File: src/rtl/kyber_pkg.sv
// kyber_pkg: shared constants, mode and FSM encodings, and the address helper
// used by the Kyber NTT/INTT scheduling logic.
package kyber_pkg;

  localparam int unsigned N       = 256;
  localparam int unsigned LOG_N   = 8;
  localparam int unsigned LAYERS  = 7;
  localparam int unsigned ZETA_W  = 7;
  localparam int unsigned F_SCALE = 1441;

  typedef enum logic [1:0] {
    MODE_NTT  = 2'b00,
    MODE_INTT = 2'b01,
    MODE_IN   = 2'b10,
    MODE_OUT  = 2'b11
  } mode_e;

  typedef enum logic [2:0] {
    ST_IDLE,
    ST_RUN,
    ST_GAP,
    ST_DRAIN,
    ST_IO,
    ST_FIN
  } state_e;

  // Butterfly operand A address: butterfly index c with a 0 inserted at bit k,
  // where k = log2(len). Equivalent to 2*len*(c/len) + c%len.
  function automatic logic [LOG_N-1:0] bf_addr_a(input logic [LOG_N-2:0] c,
                                                 input logic [2:0]       k);
    logic [LOG_N-1:0] cw;
    logic [LOG_N-1:0] mask;
    cw   = {1'b0, c};
    mask = (LOG_N'(1) << k) - LOG_N'(1);
    return (cw & mask) | ((cw & ~mask) << 1);
  endfunction

endpackage

File: src/rtl/ntt_pipe_delay.sv
// ntt_pipe_delay: reset-clearable shift register of DEPTH stages.
//   clk, rst : clock, asynchronous active-high reset (clears every stage)
//   din      : WIDTH-bit input sampled every cycle
//   dout     : din delayed by DEPTH cycles
module ntt_pipe_delay #(
  parameter int unsigned WIDTH = 17,
  parameter int unsigned DEPTH = 4
) (
  input  logic             clk,
  input  logic             rst,
  input  logic [WIDTH-1:0] din,
  output logic [WIDTH-1:0] dout
);

  logic [WIDTH-1:0] stage_q [DEPTH];
  logic [WIDTH-1:0] stage_d [DEPTH];

  always_comb begin
    stage_d[0] = din;
    for (int unsigned i = 1; i < DEPTH; i++) begin
      stage_d[i] = stage_q[i-1];
    end
  end

  always_ff @(posedge clk or posedge rst) begin
    if (rst) begin
      for (int unsigned i = 0; i < DEPTH; i++) begin
        stage_q[i] <= '0;
      end
    end else begin
      stage_q <= stage_d;
    end
  end

  assign dout = stage_q[DEPTH-1];

endmodule

File: src/rtl/ntt_sched_ctrl.sv
// ntt_sched_ctrl: sequencer for the Kyber NTT/INTT butterfly datapath and the
// coefficient RAM load/unload stream.
//   start/mode_sel : pass request, mode latched when accepted in IDLE
//   busy/done      : pass in progress / one-cycle completion pulse
//   bf_*, addr_*, zeta_idx : butterfly read issue (0 when bf_valid is low)
//   wr_en, wr_addr_* : read issue delayed by PIPE_LAT for write-back
//   io_valid/io_ready/io_addr : sequential address stream for IN/OUT passes
module ntt_sched_ctrl
  import kyber_pkg::*;
#(
  parameter int unsigned PIPE_LAT = 4
) (
  input  logic              clk,
  input  logic              rst,
  input  logic              start,
  input  logic [1:0]        mode_sel,
  output logic              busy,
  output logic              done,
  output logic              bf_valid,
  output logic              bf_inv,
  output logic              bf_last,
  output logic [LOG_N-1:0]  addr_a,
  output logic [LOG_N-1:0]  addr_b,
  output logic [ZETA_W-1:0] zeta_idx,
  output logic              wr_en,
  output logic [LOG_N-1:0]  wr_addr_a,
  output logic [LOG_N-1:0]  wr_addr_b,
  output logic              io_valid,
  input  logic              io_ready,
  output logic [LOG_N-1:0]  io_addr
);

  localparam int unsigned CNT_W = (PIPE_LAT > 1) ? $clog2(PIPE_LAT) : 1;
  localparam int unsigned C_W   = LOG_N - 1;
  localparam logic [CNT_W-1:0] CNT_LAST = CNT_W'(PIPE_LAT - 1);
  localparam logic [C_W-1:0]   C_LAST   = '1;
  localparam logic [2:0]       L_LAST   = 3'(LAYERS - 1);
  localparam logic [LOG_N-1:0] IO_LAST  = LOG_N'(N - 1);

  state_e            state_q, state_d;
  mode_e             mode_q, mode_d;
  logic [2:0]        l_q, l_d;
  logic [C_W-1:0]    c_q, c_d;
  logic [CNT_W-1:0]  cnt_q, cnt_d;
  logic              busy_q, busy_d;
  logic              done_q, done_d;
  logic              bf_valid_q, bf_valid_d;
  logic              bf_inv_q, bf_inv_d;
  logic              bf_last_q, bf_last_d;
  logic [LOG_N-1:0]  addr_a_q, addr_a_d;
  logic [LOG_N-1:0]  addr_b_q, addr_b_d;
  logic [ZETA_W-1:0] zeta_q, zeta_d;
  logic              io_valid_q, io_valid_d;
  logic [LOG_N-1:0]  io_addr_q, io_addr_d;

  logic              run_d;
  logic              intt_d;
  logic [2:0]        shamt;
  logic [LOG_N-1:0]  a_full;
  logic [C_W-1:0]    grp;

  always_comb begin
    state_d   = state_q;
    mode_d    = mode_q;
    l_d       = l_q;
    c_d       = c_q;
    cnt_d     = cnt_q;
    io_addr_d = io_addr_q;

    case (state_q)
      ST_IDLE: begin
        if (start) begin
          mode_d    = mode_e'(mode_sel);
          l_d       = '0;
          c_d       = '0;
          cnt_d     = '0;
          io_addr_d = '0;
          state_d   = mode_sel[1] ? ST_IO : ST_RUN;
        end
      end
      ST_RUN: begin
        if (c_q == C_LAST) begin
          c_d   = '0;
          cnt_d = '0;
          if (l_q == L_LAST) begin
            state_d = ST_DRAIN;
          end else begin
            l_d     = l_q + 3'd1;
            state_d = ST_GAP;
          end
        end else begin
          c_d = c_q + C_W'(1);
        end
      end
      ST_GAP: begin
        if (cnt_q == CNT_LAST) state_d = ST_RUN;
        else                   cnt_d   = cnt_q + CNT_W'(1);
      end
      ST_DRAIN: begin
        if (cnt_q == CNT_LAST) state_d = ST_FIN;
        else                   cnt_d   = cnt_q + CNT_W'(1);
      end
      ST_IO: begin
        if (io_valid_q && io_ready) begin
          if (io_addr_q == IO_LAST) begin
            io_addr_d = '0;
            state_d   = ST_FIN;
          end else begin
            io_addr_d = io_addr_q + LOG_N'(1);
          end
        end
      end
      ST_FIN:  state_d = ST_IDLE;
      default: state_d = ST_IDLE;
    endcase

    // Outputs are registered from next-state values so they line up with the
    // state they describe.
    run_d  = (state_d == ST_RUN);
    intt_d = (mode_d == MODE_INTT);
    // log2(len): NTT len = 128>>l, INTT len = 2<<l.
    shamt  = intt_d ? (l_d + 3'd1) : (3'(LOG_N - 1) - l_d);
    a_full = bf_addr_a(c_d, shamt);
    grp    = c_d >> shamt;

    busy_d     = (state_d inside {ST_RUN, ST_GAP, ST_DRAIN, ST_IO});
    done_d     = (state_d == ST_FIN);
    bf_valid_d = run_d;
    bf_inv_d   = run_d && intt_d;
    bf_last_d  = run_d && intt_d && (l_d == L_LAST);
    addr_a_d   = run_d ? a_full : '0;
    addr_b_d   = run_d ? (a_full | (LOG_N'(1) << shamt)) : '0;
    // INTT index (128>>l) - 1 - g is written as (127>>l) - g to stay 7 bits wide.
    if (!run_d)      zeta_d = '0;
    else if (intt_d) zeta_d = (ZETA_W'(7'h7f) >> l_d) - grp;
    else             zeta_d = (ZETA_W'(1) << l_d) + grp;
    io_valid_d = (state_d == ST_IO);
  end

  always_ff @(posedge clk or posedge rst) begin
    if (rst) begin
      state_q    <= ST_IDLE;
      mode_q     <= MODE_NTT;
      l_q        <= '0;
      c_q        <= '0;
      cnt_q      <= '0;
      busy_q     <= 1'b0;
      done_q     <= 1'b0;
      bf_valid_q <= 1'b0;
      bf_inv_q   <= 1'b0;
      bf_last_q  <= 1'b0;
      addr_a_q   <= '0;
      addr_b_q   <= '0;
      zeta_q     <= '0;
      io_valid_q <= 1'b0;
      io_addr_q  <= '0;
    end else begin
      state_q    <= state_d;
      mode_q     <= mode_d;
      l_q        <= l_d;
      c_q        <= c_d;
      cnt_q      <= cnt_d;
      busy_q     <= busy_d;
      done_q     <= done_d;
      bf_valid_q <= bf_valid_d;
      bf_inv_q   <= bf_inv_d;
      bf_last_q  <= bf_last_d;
      addr_a_q   <= addr_a_d;
      addr_b_q   <= addr_b_d;
      zeta_q     <= zeta_d;
      io_valid_q <= io_valid_d;
      io_addr_q  <= io_addr_d;
    end
  end

  logic [2*LOG_N:0] dly_out;

  ntt_pipe_delay #(
    .WIDTH (2*LOG_N + 1),
    .DEPTH (PIPE_LAT)
  ) u_wr_delay (
    .clk  (clk),
    .rst  (rst),
    .din  ({bf_valid_q, addr_a_q, addr_b_q}),
    .dout (dly_out)
  );

  assign {wr_en, wr_addr_a, wr_addr_b} = dly_out;

  assign busy     = busy_q;
  assign done     = done_q;
  assign bf_valid = bf_valid_q;
  assign bf_inv   = bf_inv_q;
  assign bf_last  = bf_last_q;
  assign addr_a   = addr_a_q;
  assign addr_b   = addr_b_q;
  assign zeta_idx = zeta_q;
  assign io_valid = io_valid_q;
  assign io_addr  = io_addr_q;

endmodule

File: config.mk
export PLATFORM = sky130hd
export DESIGN_NAME = ntt_sched_ctrl
export DESIGN_NICKNAME = d
export VERILOG_FILES = /design/src/rtl/kyber_pkg.sv /design/src/rtl/ntt_pipe_delay.sv /design/src/rtl/ntt_sched_ctrl.sv
export SDC_FILE = /design/constraint.sdc
export NUM_CORES = 1
export LEC_CHECK = 0
export ABC_CLOCK_PERIOD_IN_PS = 4400
export CAP_MARGIN = 10
export CELL_PAD_IN_SITES_DETAIL_PLACEMENT = 0
export CELL_PAD_IN_SITES_GLOBAL_PLACEMENT = 1
export CORE_AREA = 4 4 115 145
export DETAILED_ROUTE_END_ITERATION = 8
export DIE_AREA = 0 0 119 149
export PLACE_DENSITY_LB_ADDON = 0.08
export SETUP_SLACK_MARGIN = 0.2
export SYNTH_ARGS = -nofsm -noshare
export SYNTH_HDL_FRONTEND = slang
export SYNTH_HIERARCHICAL = 1
export SYNTH_SLANG_ARGS = --single-unit
File: constraint.sdc
create_clock -name clk -period 4.4 [get_ports clk]
set_clock_uncertainty 0.05 [all_clocks]
set_input_delay 1.32 -clock clk [delete_from_list [all_inputs] [get_ports clk]]
set_output_delay 1.32 -clock clk [all_outputs]
set_load 0.005 [all_outputs]
# Word-level counts from Yosys, hierarchy flattened
# Index checks and enable logic that the tools add are counted.
[op_classes] eq_ne=19 addsub=9 shift=4 bitwise_logic=5 n_reduce_logical=10 muxes=31
[op_table] operator="$mux 8" count=5
[op_table] operator="$mux 3" count=11
[op_table] operator="$mux 7" count=4
[op_table] operator="$or 8x8->8" count=2
[op_table] operator="$pmux 8 s2" count=1
[op_table] operator="$eq 3x3->1 const B" count=5
[op_table] operator="$pmux 3 s5" count=1
[op_table] operator="$pmux 7 s2" count=1
[op_table] operator="$eq 3x2->1 const B" count=4
[op_table] operator="$mux 2" count=5
[op_table] operator="$add 8x1->8 const B" count=1
[op_table] operator="$and 7x8->8" count=1
[op_table] operator="$eq 8x8->1 const B" count=1
[op_table] operator="$ne 2x2->1 const B" count=4
[op_table] operator="$shl 1x3->8 const A" count=1
[op_table] operator="$sub 8x2->8 const B" count=1
[op_table] operator="$add 7x1->7 const B" count=1
[op_table] operator="$add 7x7->7" count=1
[op_table] operator="$and 7x7->7" count=1
[op_table] operator="$eq 7x7->1 const B" count=1
[op_table] operator="$not 7->7" count=1
[op_table] operator="$shl 1x3->7 const A" count=1
[op_table] operator="$shr 7x3->7" count=1
[op_table] operator="$shr 7x3->7 const A" count=1
[op_table] operator="other kinds (18)" count=22
[word_totals] output_inout_bits=54 in_bits=6 word_cells=97 reg_bits=122

# Longest topological paths before layout
[logic_depth] depth_word=13 mapped_depth=23 ltp_nobuf=21

# Hierarchy
# The synthesis kept the hierarchy.
[by_module_without_submodules] mod="ntt_sched_ctrl" seq_area_each_um2=1351.3 instances=1 cells_per_inst=396 area_per_inst_um2=3580.9
[by_module_without_submodules] mod="ntt_pipe_delay" seq_area_each_um2=1701.6 instances=1 cells_per_inst=69 area_per_inst_um2=1705.4

# Worst setup path before layout
# OpenSTA, ideal clock, no wires.
[synth_timing] path_type="in2reg" startpoint="input start" endpoint="register zeta_q[6] (netlist: zeta_idx[6])" path_slack_ns=-0.742 required_ns=4.272 stages=18 path_buffers=2 arrival_ns=5.014 setup_ns=0.078 cell_sequence="or4b_4 > buf_6 > o211ai_1 > o21a_1 > ha_1 > a22oi_4 > buf_2 > mux2i_1 > ha_1 > inv_1 > fa_1 > nor2b_1 > o31ai_1 > a21oi_1 > nand2_1 > a21o_1 > a31o_2 > a21oi_1"
[synth_via] elab_chain_len=8 elab_cells_between_ends=20 cone_classes="add/sub: 4; eq/ne: 2; shift: 3; mux: 11"
[synth_rtl] element="start: declaration" line_no="ntt_sched_ctrl.sv:15" text="input logic start,"
[synth_rtl] element="$mux 3 / $mux 2 (equally long branches)" line_no="ntt_sched_ctrl.sv:72" text="if (start) begin"
[synth_rtl] element="$pmux 3 s2 / $mux 2 (equally long branches)" line_no="ntt_sched_ctrl.sv:70" text="case (state_q)"
[synth_rtl] element="$sub 3x3->3, or another cell as far along" line_no="ntt_sched_ctrl.sv:122" text="shamt = intt_d ? (l_d + 3'd1) : (3'(LOG_N - 1) - l_d);"
[synth_rtl] element="$mux 3" line_no="ntt_sched_ctrl.sv:122"
[synth_rtl] element="$shr 7x3->7" line_no="ntt_sched_ctrl.sv:124" text="grp = c_d >> shamt;"
[synth_rtl] element="$add 7x7->7 / $sub 7x7->7 (equally long branches)" line_no="ntt_sched_ctrl.sv:136, ntt_sched_ctrl.sv:135"
[synth_rtl] element="$mux 7" line_no="ntt_sched_ctrl.sv:135" text="else if (intt_d) zeta_d = (ZETA_W'(7'h7f) >> l_d) - grp;"
[synth_rtl] element="$mux 7 *" line_no="ntt_sched_ctrl.sv:134" text="if (!run_d) zeta_d = '0;"
[synth_rtl] element="named net zeta_d[6]" line_no="ntt_sched_ctrl.sv:52" text="logic [ZETA_W-1:0] zeta_q, zeta_d;"
[synth_rtl] element="end signal: assignment" line_no="ntt_sched_ctrl.sv:170" text="zeta_q <= zeta_d;"
[synth_rtl] element="end: declaration" line_no="ntt_sched_ctrl.sv:52"
# Mark *: on every way through the listed nets, which the timed path passes. The rest lies on a longest branch.
# A chain may end at the register's enable or synchronous reset.

# Worst setup path after layout
# Same ends and word-level chain as after synthesis.

==> results_dict.tcl <==
set metrics [dict create \
    status "completed" \
    fp.coreArea_um2 15380 \
    numCtsBuffers 17 \
    mostFrequentLayoutCells "122 x dfrtp_1, 101 x buf_4, 58 x clkdlybuf4s50_1, 37 x nand2_1, 33 x nor2_1" \
    layout.cells.non_filler 858 \
    area_growth_pct 43.91 \
    drt-pass1-iter-count 4 \
    min_from "u_wr_delay/stage_d[9]" \
    fmax_mhz 229.1 \
    period_share_pct 99.20 \
    io_buffers 59 \
    via_per_inst 4.822 \
    relSlewSlack_pct 42.23 \
    rr_endpoint "zeta_idx[6]" \
    cts_tree "yes" \
    netlist_area_um2 5286 \
    path_clk_slew_ps 60 \
    grt_max_degree 46 \
    route.detailed.drc 0 \
    async_reset_ff_share_pct 100.0 \
    clk_path_buf_depth 2 \
    wl_per_cell_um 15.40 \
    die_height_um 149 \
    end_kind "flop" \
    syn-mean-instance-area_um2 11.37 \
    nets 665 \
    htreeDepth 4 \
    multiInputGateArea_um2 2228 \
    crit_arrival_ps 4660 \
    hold_path_depth 0 \
    synthFlopType "dfrtp_1" \
    synth_area_leaders "dfrtp_1 58%, ha_1 5.7%, nand2_1 2.6%" \
    hold_class "flop to flop" \
    num_vias 4137 \
    total_power_mw 4.078 \
    diodes 0 \
    design.die.area_um2 17730 \
    cp.required_ps 4690 \
    maxCapViolations 0 \
    synth_warnings 6 \
    die_w_um 119 \
    drv_slew 0 \
    final.min_clock_period_ps 4365 \
    drt-total-wl_um 13220 \
    cts.sinks 122 \
    first_global_vias 4272 \
    netlist_instances 465 \
    r2r_start "state_q[1]" \
    hold_end "u_wr_delay/dout[9]" \
    hold_viol 0 \
    synthesis.nets 497 \
    setup_violations 0 \
    grt_overflow 0 \
    rrSetupSlack_ps 100 \
    layout_setup_ws_ps 35.30 \
    antenna_found_initial 0 \
    rsz0062_at_grt "true" \
    final_common_cell "dfrtp_1" \
    ys_seq_area_share_pct 57.75 \
    seq_area_um2 3053 \
    crit_fanout 4 \
    clock_latency_ps 410 \
    power.leakage_nw 3.593 \
    grt_pass1_wl_um 21820 \
    yosys_register_bits 122 \
    hpwl_um 9744 \
    startpoint_type "primary input" \
    dr.first_iter.drc_count 289 \
    post_dp_cell_area_um2 6805 \
    synth_cell_types 65 \
    placed_cells 814 \
    synth_top_area_share_pct 57.75 \
    tightest_slew_ps 865.3 \
    rr_worst_depth 19 \
    ant_nets 0 \
    rows 51 \
    critical_path_class "primary input to flop" \
    cts_root_buf "clkbuf_16" \
    fillCellCount 1424 \
    final_area_um2 7607 \
    dp_slack_ps -1069 \
    synth_edf_count 0 \
    initial_core_util_pct 34.37 \
    ir_drop_mv 0.2700 \
    grt_usage_pct 15.78 \
    hold_slack_ps 292.6 \
    gp_congestion 0.8701 \
    drive_above_1_share_pct 30.19 \
    p_per_area_nw_per_um2 536.0 \
    boundaryPins 60 \
    yosysTopAreaCell "dfrtp_1" \
]
-- power breakdown --
part | internal [mW] | total, mW | switching [mW]
Combinational | 0.708 | 1.44 | 0.732
Sequential | 1.28 | 1.34 | 0.0623
Clock | 0.803 | 1.30 | 0.496
-- per-layer routing --
metal / global-route usage [%] / part of all wire, % / vias up
li1: - / - / 1979
met4: 7.826 / 2.9 / 0
met3: 3.566 / 4.1 / 27
met5: 0 / 0 / -
met1: 19.59 / 44 / 2030
met2: 25.97 / 49 / 101
-- flip-flops by register name (all words and copies together) (netlist names), 2 cells and up --
register and count:
addr_a 8, cnt_q 2, u_wr_delay/dout 17, u_wr_delay/stage_d 51, state_q 3, zeta_idx 7
io_addr 8, addr_b 8, c_q 7, l_q 3, mode_q 2
-- worst max-delay path, stage by stage --
cell	delay (ps)
buf_8	80
or4b_4	490
mux2i_4	250
mux2i_4	320
buf_6	140
buf_4	110
mux2_2	340
nand2_1	90
ha_1	240
o21ai_0	320
a21oi_4	60
o21a_1	210
o21ai_1	180
o32a_1	180
buf_4	110
nand4_1	100
a21oi_2	140
-- per-stage QoR --
step           setup TNS (ps)  util [%]
2_1_floorplan          -829.3         -
3_3_place_gp            -3651     44.25
3_5_place_dp            -3970     44.25
4_1_cts                     0     48.95
5_1_grt                -170.1     49.47
6_report                    0     49.47
-- cell usage after synthesis (3+ instances only) --
cell type / count
dfrtp_1: 122
nand2_1: 37
nor2_1: 34
o21ai_0: 27
ha_1: 24
inv_1: 23
a21oi_1: 22
nand2b_1: 13
nand3_1: 12
and3_1: 10
buf_2: 9
nor3_1: 9
a21o_1: 7
and2_1: 6
mux2i_1: 6
a22oi_1: 5
a31oi_1: 5
nand4_1: 5
o21a_1: 5
clkbuf_1: 4
mux2_2: 4
nor2b_1: 4
o22ai_1: 4
o31ai_1: 4
or4_1: 4
a211oi_1: 3
a22o_1: 3
buf_6: 3
o211ai_1: 3
or2_2: 3
xnor2_1: 3
-- cells by family (layout without fill, tap and decap cells) --
| family | Yosys count | in the layout | synth area share, % |
|---|---|---|---|
| AOI/OAI and AO/OA | 112 | 112 | 14.56 |
| xor gates and xnor gates | 4 | 4 | 0.6628 |
| adders and majority gates | 26 | 26 | 6.438 |
| buffers and inverters | 41 | 222 | 3.574 |
| DFF | 122 | 122 | 57.75 |
| muxes | 11 | 11 | 2.414 |
| and+or+nand+nor | 149 | 149 | 14.60 |
-- area by class of cell --
class / count / area share [%]
Timing Repair Buffer: 165 / 18.54
Clock inverter: 11 / 1.250
Sequential cell: 122 / 40.13
Inverter: 25 / 1.250
Multi-Input combinational cell: 302 / 29.29
Tap cell: 212 / 3.487
Clock buffer: 21 / 6.053
-- how the worst max path moves through the flow --
stage / from / to / slack, ps / cells past startpoint
after floorplan: start / zeta_idx[6] / -550 / 18
after global placement: start / zeta_idx[6] / -960 / 18
after detailed placement: start / zeta_idx[6] / -1070 / 19
after CTS: start / zeta_idx[6] / 40 / 18
after global routing: start / zeta_idx[6] / -140 / 18
final: start / zeta_idx[6] / 40 / 17
-- timing repair --
item | in CTS | in global routing
endpoints found under the setup margin | 6 | 5
setup buffers | 9 | 3
pin swaps | 15 | 15
resized for setup | 29 | 13
hold buffers | 0 | 0
Power figures use the tool's default switching activity.
